--- config.mk ---
export PLATFORM = sky130hd
export DESIGN_NAME = branch1_item_reader
export DESIGN_NICKNAME = d
export VERILOG_FILES = /design/src/rtl/branch1_item_reader.sv
export SDC_FILE = /design/constraint.sdc
export NUM_CORES = 1
export LEC_CHECK = 0
export ABC_CLOCK_PERIOD_IN_PS = 4160
export CORE_UTILIZATION = 43
export CTS_CLUSTER_DIAMETER = 50
export CTS_CLUSTER_SIZE = 10
export DETAILED_ROUTE_END_ITERATION = 16
export PLACE_DENSITY = 0.82
export SETUP_SLACK_MARGIN = 0.3
export SLEW_MARGIN = 15
export SYNTH_ARGS = -nofsm -noshare
export SYNTH_HDL_FRONTEND = slang
export SYNTH_SLANG_ARGS = --single-unit
export TNS_END_PERCENT = 100
--- constraint.sdc ---
create_clock -name aclk -period 4.16 [get_ports aclk]
set_input_delay 0.624 -clock aclk [delete_from_list [all_inputs] [get_ports aclk]]
set_output_delay 0.624 -clock aclk [all_outputs]
set_load 0.01 [all_outputs]
--- src/rtl/branch1_item_reader.sv ---
// Read-side sequencer: sweeps the shared sys/parity LLR RAM address space once per frame,
// absorbs the RAM read latency and hands each item pair to the branch-1 calc service.
module branch1_item_reader #(
    parameter int DWIDTH      = 16,
    parameter int BRANCH_SIZE = 3072,
    parameter int RD_LATENCY  = 1,
    localparam int AW         = (BRANCH_SIZE > 1) ? $clog2(BRANCH_SIZE) : 1
) (
    input  logic                     aclk,
    input  logic                     aresetn,
    input  logic                     i_start,
    input  logic                     i_pause,
    output logic                     o_rd_en,
    output logic [AW-1:0]            o_raddr,
    input  logic signed [DWIDTH-1:0] i_sys_rdata,
    input  logic signed [DWIDTH-1:0] i_par_rdata,
    output logic signed [DWIDTH-1:0] o_sys_item,
    output logic signed [DWIDTH-1:0] o_parity_item,
    output logic [AW-1:0]            o_addr,
    output logic                     o_valid,
    output logic                     o_busy,
    output logic                     o_done
);

    localparam logic [AW-1:0] LAST = AW'(BRANCH_SIZE - 1);

    typedef enum logic [1:0] {IDLE, RUN, DRAIN, DONE} state_t;

    state_t                state, state_next;
    logic [AW-1:0]         cnt;
    logic                  issue;
    logic [RD_LATENCY-1:0] vld_p;
    logic [AW-1:0]         addr_p [RD_LATENCY];

    always_comb begin
        state_next = state;
        issue      = 1'b0;
        case (state)
            IDLE: begin
                if (i_start) begin
                    state_next = RUN;
                    if (!i_pause) begin
                        issue = 1'b1;
                        if (cnt == LAST) state_next = DRAIN;
                    end
                end
            end
            RUN: begin
                if (!i_pause) begin
                    issue = 1'b1;
                    if (cnt == LAST) state_next = DRAIN;
                end
            end
            // Wait until the final read has left the RAM pipeline and been presented.
            DRAIN: begin
                if (!o_rd_en && (vld_p == '0)) state_next = DONE;
            end
            DONE:    state_next = IDLE;
            default: state_next = IDLE;
        endcase
    end

    always_ff @(posedge aclk) begin
        if (!aresetn) begin
            state         <= IDLE;
            cnt           <= '0;
            o_rd_en       <= 1'b0;
            o_raddr       <= '0;
            vld_p         <= '0;
            o_valid       <= 1'b0;
            o_addr        <= '0;
            o_sys_item    <= '0;
            o_parity_item <= '0;
            o_busy        <= 1'b0;
            o_done        <= 1'b0;
        end else begin
            state   <= state_next;
            o_rd_en <= issue;
            if (issue) begin
                o_raddr <= cnt;
                cnt     <= cnt + AW'(1);
            end else if (state == DONE) begin
                cnt <= '0;
            end
            // Issue stage -> RAM latency stages -> registered output stage
            vld_p[0] <= o_rd_en;
            for (int i = 1; i < RD_LATENCY; i++) vld_p[i] <= vld_p[i-1];
            o_valid <= vld_p[RD_LATENCY-1];
            if (vld_p[RD_LATENCY-1]) begin
                o_sys_item    <= i_sys_rdata;
                o_parity_item <= i_par_rdata;
                o_addr        <= addr_p[RD_LATENCY-1];
            end
            o_busy <= (state_next != IDLE);
            o_done <= (state_next == DONE);
        end
    end

    // Address side of the latency pipeline; qualified by vld_p so it needs no reset.
    always_ff @(posedge aclk) begin
        addr_p[0] <= o_raddr;
        for (int i = 1; i < RD_LATENCY; i++) addr_p[i] <= addr_p[i-1];
    end

endmodule

==> impl_metrics.toml <==
[sta]
max_clock_freq_mhz = 448
finalCritPeriodShare_pct = 53.7
hold_violations = 0
worst_slew_pin_slew_ns = 1.01
skew_ns = 0.0113
maxSlewHeadroom_pct = 32.7
setup_tns_ns = 0
setup_violations = 0
period_needed_ns = 2.23
slew_viol_final = 0
rsz0062_at_grt = "no"

[layout]
final_cells = 497
syn2layout_area_growth_pct = 39.7
final_layout_size_suffix_gt1_share_pct = 5.49
seq_area_sq_um = 1740
nets = 433
multi_input_area_sq_um = 1210
fillerInstances = 574
diodes = 0

[placement]
io_buffer_count = 95
place_hpwl_mm = 4.44
place_congestion = 0.902
placed_cells = 481

[logic_synthesis]
synthSimpleGateAreaFrac_pct = 17.0
ys_ff_latch = 87
synth_cell_type_count = 31
synthesis.area_sq_um = 3030
muxShareOfSynthArea_pct = 15.9
syn_nets = 341
synth_xor_area_share_pct = 0
synth_area_per_cell_sq_um = 9.97
ys_seq_area_share_pct = 57.5
yosys_warnings = 0
synth_top_family_by_area = "simple AND/OR/NAND/NOR gates"
synthAdderAreaFrac_pct = 0.413
syn_inst = 304
synth-compound-area-share_pct = 6.56

[grt]
antenna_found_initial = 0
grt.total_usage_pct = 17.9
grt_pass1_wl_mm = 10.2
overflow = 0
grt_max_degree = 52
first_global_vias = 2264

[power_and_ir_drop]
ir_drop_mv = 0.183
cellLeakagePower_uw = 0.00152
power_density_nw_per_um2 = 356

[route]
ant_nets = 0
drt_wl_total_mm = 6.33
post-route-drc-count = 0
drtPass1Iterations = 4
wire_per_inst_um = 12.7
num_vias = 2398
drt_iter0_markers = 105
viasPerCell = 4.82

[critical_path]
setup.worst_path.end_class = "flop"
worstPathMaxFanout = 22
start_kind = "primary input"
arrival_ns = 2.50
worst-endpoint-required_ns = 4.43
criticalPathCategory = "primary input to flop"

[run]
cap_violations = 0

[die]
dieArea_sq_um = 7390
die-width_um = 86.0
io_pins = 96
fp-row-count = 30
core_sq_um = 6790
die_y_um = 86.0
start_util_pct = 44.6

[cts]
cts_sinks = 87
holdBufCountCts = 0
htreeDepth = 3
path_clk_slew_ns = 0.08
numCtsBuffers = 9
cts_max_path_buffers = 2
post_cts_resize_count = 0
cts_root_buf = "clkbuf_8"
cts_tree = "done"
clock_latency_ns = 0.35
cts_setup_buffers = 0

[min_path]
hp-class = "flop to flop"

[outcome]
status = "finished clean"
[path summary, 6_finish.rpt]
kind / startpoint / end / slack [ns] / depth (start not counted)
worst max-delay path: i_start / cnt[9] / 1.93 / 5
worst min-delay path: o_raddr[0] / addr_p[0][0] / 0.36 / 0
worst max register to register: state[1] / cnt[9] / 2.28 / 4
worst min register to register: o_raddr[0] / addr_p[0][0] / 0.36 / 0
[registers in the layout (all words and copies together) (netlist names)]
name and flops:
o_parity_item 16, o_sys_item 16, addr_p 12, cnt 12, o_addr 12, o_raddr 12, state 2, o_busy 1
o_done 1, o_rd_en 1, o_valid 1, vld_p 1
[where the power goes]
group	internal [uW]	total (uW)	switching (uW)	leakage [uW]
Combinational	64.9	114	48.7	0.000719
Clock	251	535	284	0.0000926
Sequential	846	858	11.9	0.000704
[kinds of logic after synthesis]
family / count (synthesis)
flip-flops: 87
multiplexers: 48
AND/OR/NAND/NOR: 119
adder cells (fa/ha/maj): 1
AO/OA/AOI/OAI: 30
buffers and inverters: 19
[cells in the mapped netlist]
cell type / count / share of area (%)
o211ai_1: 2 / 0.50
nor2_1: 55 / 6.8
o221ai_1: 1 / 0.29
mux2_2: 2 / 0.74
dfxtp_1: 87 / 57
clkbuf_1: 7 / 0.87
buf_1: 2 / 0.25
o311ai_0: 1 / 0.29
mux2i_1: 46 / 15
nand4_1: 3 / 0.62
a21oi_1: 16 / 2.6
nand2b_1: 3 / 0.62
o211a_1: 2 / 0.66
nand2_1: 32 / 4.0
nor3_1: 4 / 0.66
o21ai_0: 2 / 0.33
a31oi_1: 2 / 0.41
nand3_1: 13 / 2.1
and4b_1: 1 / 0.33
ha_1: 1 / 0.41
buf_2: 7 / 1.2
a41o_1: 1 / 0.33
a21o_1: 1 / 0.25
inv_1: 3 / 0.37
o21bai_4: 1 / 0.62
nand4b_1: 1 / 0.29
nor4_1: 1 / 0.21
or4_1: 2 / 0.50
or2_1: 2 / 0.41
and2_1: 2 / 0.41
o31ai_1: 1 / 0.25
[metal layers]
layer / routed length (um) / GRT usage [%] / vias up
met5: 0 / 0 / -
met4: 125 / 11.7 / 0
met3: 352 / 4.33 / 10
met2: 2990 / 28.6 / 77
met1: 2860 / 21.4 / 1092
li1: - / - / 1219
[critical path, stage by stage]
cell             delay, ns
clkdlybuf4s50_1       0.55
o21bai_4              0.09
or2_1                 0.48
or4_1                 0.59
a31oi_1               0.17
[layout by cell type, fill, tap and decap left out, types with 3 or more instances in the layout]
master            n
dfxtp_1          86
nand3_1          13
nor3_1            4
nand2b_1          3
clkdlybuf4s50_1  95
clkbuf_8         11
nand2_1          32
a21oi_1          16
nand4_1           3
nor2_1           55
mux2i_1          46
[metrics by stage]
step / hold slack (ns) / utilization, % / cell area (sq um) / power [uW] / setup WS, ns
after global routing: 0.369 / 62.3 / 4230 / 1580 / 1.85
after global placement: 0.361 / 59.6 / 4050 / 989 / 1.61
after floorplan: 0.393 / - / 3030 / 927 / 2.54
after CTS: 0.364 / 62.3 / 4230 / 1520 / 1.94
final: 0.364 / 62.3 / 4230 / 1510 / 1.93
after detailed placement: 0.360 / 59.6 / 4050 / 991 / 1.58
[final cells by class]
type	instances	area share (%)
sequential	87	41.2
multi-input combinational	198	28.5
timing repair buffer	97	22.8
clock buffer	12	3.66
tap	96	2.84
clock inverter	4	0.709
inverter	3	0.266
No activity file was read; power rests on OpenSTA's default activity.
